--- src/rtl/single_multiply_v_s.sv ---
// -----------------------------------------------------------------------------
// single_multiply_v_s
//
// Multiplies every IEEE-754 fp32 element of vector_a by the fp32 scalar b:
//   vector_c[i] = vector_a[i] * b
// A single two-stage fp32 multiplier is shared across all elements. It accepts
// one element per cycle, so a full vector takes WIDTH + 2 busy cycles.
//
// Ports
//   clk       in   rising-edge clock
//   rstn      in   synchronous active-low reset
//   start     in   one-cycle request; vector_a and b are sampled on the same edge
//   vector_a  in   [WIDTH] x 32-bit fp32 operand vector
//   b         in   32-bit fp32 scalar
//   busy      out  high while an operation is in flight
//   done      out  one-cycle pulse; vector_c is complete
//   vector_c  out  [WIDTH] x 32-bit fp32 results, held until the next accepted start
//
// Handshake: start is honoured only while busy=0. This includes the cycle in
// which done is high. Any start seen while busy=1 is dropped.
//
// Configuration macro: SINGLE_MULT_ROUND_EN
//   defined   -> round-to-nearest-even using the guard and sticky bits of the product
//   undefined -> truncate (round toward zero)
//
// Denormal inputs are treated as zero. Results that underflow are flushed to
// signed zero, and results that overflow saturate to signed infinity.
// -----------------------------------------------------------------------------
module single_multiply_v_s #(
    parameter int WIDTH = 4
) (
    input  logic        clk,
    input  logic        rstn,
    input  logic        start,
    input  logic [31:0] vector_a [WIDTH],
    input  logic [31:0] b,
    output logic        busy,
    output logic        done,
    output logic [31:0] vector_c [WIDTH]
);

    localparam int IW = (WIDTH > 1) ? $clog2(WIDTH) : 1;

    localparam logic [1:0] ST_IDLE  = 2'd0;
    localparam logic [1:0] ST_RUN   = 2'd1;
    localparam logic [1:0] ST_DRAIN = 2'd2;

    logic [1:0]    state;
    logic [IW-1:0] index;
    logic [31:0]   a_q [WIDTH];
    logic [31:0]   b_q;
    logic          issue;

    // Pipeline registers
    logic                v1, v2;
    logic                last_s1, last_s2;
    logic [IW-1:0]       idx_s1;
    logic                sign_s1;
    logic signed [9:0]   exp_s1;
    logic                nan_s1, inf_s1, zero_s1;
`ifdef SINGLE_MULT_ROUND_EN
    logic [47:0]         prod_s1;
`else
    // Without rounding, bits below the 23-bit mantissa window are never used.
    logic [47:23]        prod_s1;
`endif

    assign issue = (state == ST_RUN);

    // ------------------------------------------------------------------ FSM
    always_ff @(posedge clk) begin
        if (!rstn) begin
            state <= ST_IDLE;
            index <= '0;
            busy  <= 1'b0;
            done  <= 1'b0;
        end else begin
            done <= 1'b0;
            case (state)
                ST_IDLE: begin
                    if (start) begin
                        state <= ST_RUN;
                        index <= '0;
                        busy  <= 1'b1;
                    end
                end
                ST_RUN: begin
                    if (index == IW'(WIDTH - 1)) state <= ST_DRAIN;
                    else                         index <= index + 1'b1;
                end
                ST_DRAIN: begin
                    // The last element was written to vector_c on the previous edge.
                    if (v2 && last_s2) begin
                        done  <= 1'b1;
                        busy  <= 1'b0;
                        state <= ST_IDLE;
                    end
                end
                default: state <= ST_IDLE;
            endcase
        end
    end

    // Operands are captured once per operation. This isolates the running
    // operation from any later changes on the input ports.
    always_ff @(posedge clk) begin
        if (state == ST_IDLE && start) begin
            for (int i = 0; i < WIDTH; i++) a_q[i] <= vector_a[i];
            b_q <= b;
        end
    end

    // ---------------------------------------------------- stage 1: unpack
    logic [31:0] op_a;
    logic        a_zero, a_inf, a_nan, b_zero, b_inf, b_nan;

    assign op_a   = a_q[index];
    assign a_zero = (op_a[30:23] == 8'h00);
    assign a_inf  = (op_a[30:23] == 8'hFF) && (op_a[22:0] == 23'd0);
    assign a_nan  = (op_a[30:23] == 8'hFF) && (op_a[22:0] != 23'd0);
    assign b_zero = (b_q[30:23] == 8'h00);
    assign b_inf  = (b_q[30:23] == 8'hFF) && (b_q[22:0] == 23'd0);
    assign b_nan  = (b_q[30:23] == 8'hFF) && (b_q[22:0] != 23'd0);

    always_ff @(posedge clk) begin
        if (!rstn) v1 <= 1'b0;
        else       v1 <= issue;
        if (issue) begin
            idx_s1  <= index;
            last_s1 <= (index == IW'(WIDTH - 1));
            sign_s1 <= op_a[31] ^ b_q[31];
            exp_s1  <= 10'({2'b00, op_a[30:23]}) + 10'({2'b00, b_q[30:23]}) - 10'sd127;
            nan_s1  <= a_nan | b_nan | (a_inf & b_zero) | (a_zero & b_inf);
            inf_s1  <= a_inf | b_inf;
            zero_s1 <= a_zero | b_zero;
`ifdef SINGLE_MULT_ROUND_EN
            prod_s1 <= 48'({1'b1, op_a[22:0]}) * 48'({1'b1, b_q[22:0]});
`else
            prod_s1 <= 25'((48'({1'b1, op_a[22:0]}) * 48'({1'b1, b_q[22:0]})) >> 23);
`endif
        end
    end

    // ------------------------------------ stage 2: normalise, round, pack
    logic signed [9:0] norm_exp, exp_r;
    logic [22:0]       mant;
    logic [23:0]       mant_r;
    logic              rnd_up;
    logic [31:0]       result;
`ifdef SINGLE_MULT_ROUND_EN
    logic              guard, sticky;
`endif

    always_comb begin
        // The product of two 1.x mantissas lies in [1,4). Bit 47 set means >= 2.
        norm_exp = prod_s1[47] ? exp_s1 + 10'sd1 : exp_s1;
        mant     = prod_s1[47] ? prod_s1[46:24] : prod_s1[45:23];
`ifdef SINGLE_MULT_ROUND_EN
        guard    = prod_s1[47] ? prod_s1[23] : prod_s1[22];
        sticky   = prod_s1[47] ? (|prod_s1[22:0]) : (|prod_s1[21:0]);
        rnd_up   = guard & (sticky | mant[0]);
`else
        rnd_up   = 1'b0;
`endif
        mant_r   = {1'b0, mant} + {23'd0, rnd_up};
        // A carry out of the mantissa leaves the fraction field at zero and bumps the exponent.
        exp_r    = norm_exp + 10'(mant_r[23]);

        if (nan_s1)                   result = 32'h7FC00000;
        else if (inf_s1)              result = {sign_s1, 8'hFF, 23'd0};
        else if (zero_s1)             result = {sign_s1, 31'd0};
        else if (norm_exp <= 10'sd0)  result = {sign_s1, 31'd0};
        else if (exp_r >= 10'sd255)   result = {sign_s1, 8'hFF, 23'd0};
        else                          result = {sign_s1, exp_r[7:0], mant_r[22:0]};
    end

    always_ff @(posedge clk) begin
        if (!rstn) begin
            v2      <= 1'b0;
            last_s2 <= 1'b0;
            for (int i = 0; i < WIDTH; i++) vector_c[i] <= '0;
        end else begin
            v2      <= v1;
            last_s2 <= v1 & last_s1;
            if (v1) vector_c[idx_s1] <= result;
        end
    end

endmodule
--- config.mk ---
export PLATFORM = sky130hd
export DESIGN_NAME = single_multiply_v_s
export DESIGN_NICKNAME = d
export VERILOG_FILES = /design/src/rtl/single_multiply_v_s.sv
export SDC_FILE = /design/constraint.sdc
export NUM_CORES = 2
export LEC_CHECK = 0
export CORE_MARGIN = 5
export CORE_UTILIZATION = 30
export DETAILED_ROUTE_END_ITERATION = 16
export PLACE_DENSITY_LB_ADDON = 0.25
export SLEW_MARGIN = 20
export SYNTH_ARGS = -nofsm -noshare
export SYNTH_HDL_FRONTEND = slang
export SYNTH_SLANG_ARGS = --single-unit
--- constraint.sdc ---
create_clock -name clk -period 20.3 [get_ports clk]
set_clock_uncertainty 0.15 [all_clocks]
set_input_delay 2.03 -clock clk [delete_from_list [all_inputs] [get_ports clk]]
set_output_delay 2.03 -clock clk [all_outputs]
set_load 0.005 [all_outputs]
---- After elaboration in Yosys (flattened, before gate mapping) ----
Memories as Yosys holds them, arrays and structs flattened. A register that Yosys moved wholly into a read port is not among the register bits.
Index checks and enable logic that the tools add are counted.
storage, ports and cells
  memories kept ........................... 1
  logic and storage cells ................. 94
  register bits ........................... 211
  bits of input ports ..................... 163
  RAM bits ................................ 128
operators by class
  add/subtract/negate cells ............... 4
  reductions and logical operators ........ 20
  multiply operators ...................... 1
  muxes and demuxes ....................... 25
  equality and inequality tests ........... 9
  order comparisons ....................... 4
  bitwise gates (word level) .............. 10
memory list
  name  depth  bits a word  read ports  clocked after Yosys merged registers in  write ports  RTL line  source
  a_q   4      32           1           1                                        4            50        logic [31:0] a_q [WIDTH];
operators by type and width
  operator               count
  $bwmux 128             1
  $mux 31                4
  $demux 32 s2           1
  $mux 32                2
  $mul 24x24->48         1
  $logic_not 23->1       2
  $reduce_bool 23->1     2
  $mux 23                1
  $eq 8x8->1 const B     2
  $logic_not 8->1        2
  $mux 2                 7
  $add 10x2->10 const B  1
  $ge 10x9->1 const B    1
  $le 10x1->1 const B    1
  $mux 10                1
  $sub 9x7->10 const B   1
  $add 8x8->9            1
  $reduce_and 3->1       3
  $logic_and 1x1->1      7
  $ne 2x2->1 const B     3
  $pmux 2 s3             1
  $mux 1                 5
  $or 1x1->1             5
  $eq 2x2->1 const B     2
  other kinds (13)       16

---- Logic depth before layout (Yosys ltp) ----
  depth in word-level cells ............... 9
  depth in mapped cells ................... 29
  depth with buffers taken out ............ 27

---- Worst setup path after synthesis ----
No wires, ideal clock.
  path type ............................... input to register
  start ................................... input start
  end ..................................... register with a tool-made name
  data required time ...................... 20.021 ns
  setup slack ............................. 9.928 ns
  library setup time ...................... 0.129 ns
  arrival ................................. 10.092 ns
  path buffers ............................ 0
  cell stages on the path ................. 5
  cell sequence ........................... nor2b_1 > nor2b_1 > nor2_1 > mux2i_1 > nor2b_1
RTL lines
  element             RTL line  source
  start: declaration  34        input logic start,

==> results.md <==
Synthesis:
- Summed over all instances, the cell type with the most area after synthesis is fa_1.
- The sequential-to-total area share from yosys stat is 0.281.
- The yosys synthesis warning count is 0.
- The post-synth net total is 3917.
- The post-synthesis cell count is between 3000 and 4000.
- The post-synthesis sequential element count is 341.
- Measured against the total synthesized area, the mux share comes to 0.0312.
- The xor/xnor cell area share of the yosys netlist is 0.0103.
- Of the total synthesized cell area, the portion taken by full adders, half adders and majority gates is 0.381.
- For this run, the leading register cell type out of synthesis is edfxtp_1.
- The distinct cell type count of the synthesized netlist is 72.
- Summing every instance area after synthesis gives approximately 31000 sq um.
- In this run, synthesis inferred around 200 flip-flops with an integrated enable.
- The proportion of netlist area held by the largest area contributor is 0.307.
- Yosys attributes the largest share of cell area to fa_1 (31%), edfxtp_1 (19%), dfxtp_1 (8.8%), ha_1 (7.4%), inv_1 (6.9%).
- The largest family of logic cells by synthesized area is adder cells.
- The compound-cell area share of the yosys netlist is 0.0655.
- The share of synthesized cell area in and, or, nand and nor gates is 0.143.
- The share of synthesized flip-flops with an asynchronous set or reset is 0.
- In this run the mean area of a mapped cell was about 10 sq um.

Floorplan:
- The die outline width is approximately 330 um.
- The die height is 334 um.
- The I/O pin count is approximately 290.
- The core footprint is around 100000 sq um.
- The initial utilization of the core area, before any placement, comes to 0.303.
- The floorplan has around 120 rows.
- The floorplan step defined a die boundary enclosing around 110000 sq um.

Timing:
- The count of endpoints failing hold in the final timing report was 0.
- The transition at the pin with the smallest max-transition slack is ~1200 ps.
- In the final timing run, aggregate negative setup slack is 0 ps.
- The share of the clock period used by the worst path after layout is 0.429.
- The worst pin sits at a relative slew slack of 0.206.
- The number of slew-limit violations in the final report was 0.
- Static timing analysis puts the maximum clock frequency at between 100 and 150 MHz.
- The total setup violations reported at the end of the flow is 0.
- Setup repair after global routing left no endpoint under its margin.
- On the final layout, the worst hold slack is between 300 and 400 ps.
- The smallest clock period supported by the final layout is computed as slightly below 9000 ps.

Detailed routing:
- The average via count per standard cell is 4.66.
- Signal routing reaches up to met5.
- The number of design rule violations left after detail routing is 0.
- The count of nets left with antenna violations after detail routing is 0.
- Across all layers, the routed design uses between 20000 and 25000 vias.
- Wire segments on met3 add up to a little over 7 mm in the final route.
- The number of search-and-repair iterations in the first detailed-routing pass is 5.
- For this block, the routed nets add up to approximately 90 mm of wire.
- The number of violations reported at the end of detailed-routing iteration 0 is 1167.
- In the final routed layout, each cell accounts on average for around 20 um.
- The routed length on met2 is a little over 40 mm.
- The detailed-route wire length on metal 1 is 42.2 mm.

Placement:
- Once detailed placement completed, the half-perimeter wirelength came to roughly 69 mm.
- In this run the tool buffered the top-level ports with approximately 290 buffer cells.
- The final estimated routing congestion in global placement is between 0.8 and 0.9.

Global routing:
- The first-pass GRT wire length is ~140 mm.
- Entering global routing, the biggest net connects around 150 pins.
- The overall track demand over capacity in global routing is 0.165.
- The number of antenna violations at the first check in global routing is 3.
- The number of global-route vias before repair is around 23000.
- The remaining global-route overflow is 0.

CTS:
- The clock latency on the worst-skew pair is around 590 ps.
- The total of hold buffers inserted after clock tree synthesis is 0.
- In this run the number of H-tree levels came out at 2.
- The sink count of the clock tree is approximately 340.
- TritonCTS built the clock tree.
- The buffer count from post-CTS setup fixing is 0.
- The root buffer cell chosen for the clock tree is clkbuf_16.
- In this run, post-CTS repair resized a total of 0 instances.
- The buffer depth of the longest clock path is 3.
- After clock tree synthesis, the clock-pin slew on the worst setup and hold paths is ~60 ps.
- The number of CTS-inserted buffers is 38.

Critical path:
- At the worst endpoint, the required time is between 20000 and 25000 ps.
- The buffers plus inverters on the worst setup path is 6.
- For this design, the slowest cell found on the critical path is mux4_2.
- The longest individual stage delay on the worst path is just over 900 ps.
- The cell family with the largest share of critical-path delay is adder cells.
- The arrival time of the worst setup path is 8880 ps.
- The cell repeated most along the worst path is fa_1.
- The critical path class is reg -> reg.
- The type of destination of the critical path is a flop.
- The category of the worst setup path launch point is a flop.
- The critical path goes through buf_4 -> mux4_2 -> inv_1 -> nor2_1 -> fa_1 -> inv_1 -> fa_1 -> inv_1 -> fa_1 -> fa_1 -> fa_1 -> fa_1 -> inv_1 -> fa_1 -> inv_1 -> ha_1 -> and3_1 -> nand2_1 -> or2_2 -> a2111oi_2 -> o21ai_0 -> o21ai_2 -> a21oi_1 -> xnor2_1.
- In this run the worst path has a maximum fanout of 33.

Hold path:
- The worst hold path belongs to the class reg -> reg.
- The worst hold path begins at vector_c[108].

Layout:
- The filler cells instantiated in the layout total about 10000.
- In the final layout, the share of cells above drive strength 1 is 0.0460.
- The most common cell after layout, fill and taps aside is inv_1.
- The final layout contains 4131 nets.
- The area growth from synthesis to layout is 18.0%.
- In the layout the commonest cells are inv_1 (574), nand2_1 (500), fa_1 (482).

Job:
- The number of max-cap violations is 0.

Status:
- The run finished with clean final reports.
==> metal layers <==
layer / global-route usage / vias up
met5: 0 / -
met4: 0.0451 / 2
met2: 0.256 / 713
met1: 0.233 / 11000
met3: 0.0405 / 123
li1: - / 10100
==> synthesized netlist by cell type, types with 3 or more instances <==
cell type	n
dfxtp_1	139
a21o_1	29
and3_1	7
buf_1	5
o211ai_1	4
a21oi_1	48
a31oi_1	3
mux4_2	31
nor2_1	89
fa_1	482
clkbuf_1	135
xnor2_1	25
nor2b_1	10
nand4_1	19
and2_1	251
or2_2	6
o21bai_1	6
o21ai_0	43
o31ai_1	3
nor3b_1	3
a211oi_1	5
edfxtp_1	202
o21a_1	6
nand3_1	34
nor3_1	11
xor2_1	12
buf_2	10
nor4_1	17
a311oi_1	4
mux2i_1	27
nand2_1	500
ha_1	186
inv_1	574
a21boi_0	102
o211a_1	5
==> kinds of logic (layout without fill, tap and decap cells) <==
group,count (synthesis),in the layout
buffers and inverters,727,968
AND/OR/NAND/NOR,961,961
other,0,1
multiplexers,59,59
adder cells (fa/ha/maj),668,668
flip-flops,341,341
AO/OA/AOI/OAI,293,293
XOR/XNOR,37,37
==> through the flow <==
stage / cell area, sq um / utilization / setup WS (ps) / cells
after floorplan: 31400 / - / 9930 / 3086
after global placement: 35800 / 0.345 / 11650 / 4638
after detailed placement: 35800 / 0.345 / 11520 / 4638
after CTS: 37100 / 0.357 / 11490 / 4705
after global routing: 37100 / 0.358 / 10990 / 4707
final: 37100 / 0.358 / 11580 / 4708
==> worst min-delay path, cell delays in order, from the launching register on <==
cell      delay [ps]
dfxtp_1          310
nand2_1           50
a21boi_0          60
==> final timing paths <==
path | to | slack (ps) | cells after the start
min reg2reg | vector_c[108] | 310 | 2
min | vector_c[108] | 310 | 2
max reg2reg | prod_s1[35] | 11580 | 24
max | prod_s1[35] | 11580 | 24
==> layout make-up <==
class | instances | area, sq um | share of cell area
inverters | 576 | 2160 | 0.0583
flip-flops and latches | 341 | 8850 | 0.238
diodes | 1 | 2.50 | 0.0000674
clock inverters | 18 | 198 | 0.00533
repair buffers | 325 | 3210 | 0.0864
clock buffers | 49 | 1080 | 0.0290
well taps | 1380 | 1730 | 0.0465
multi-input cells | 2018 | 19900 | 0.536
==> state kept, by name, indices dropped and copies added (netlist names), named ones only <==
register  flops
b_q          32
zero_s1       1
last_s1       1
last_s2       1
inf_s1        1
sign_s1       1
done          1
index         2
v2            1
busy          1
a_q         128
v1            1
vector_c    128
idx_s1        2
exp_s1       10
nan_s1        1
prod_s1      25
state         2
Power is left out: the tool's default activity adds up to more than one toggle a clock period on the data nets, which glitch-free logic cannot reach.
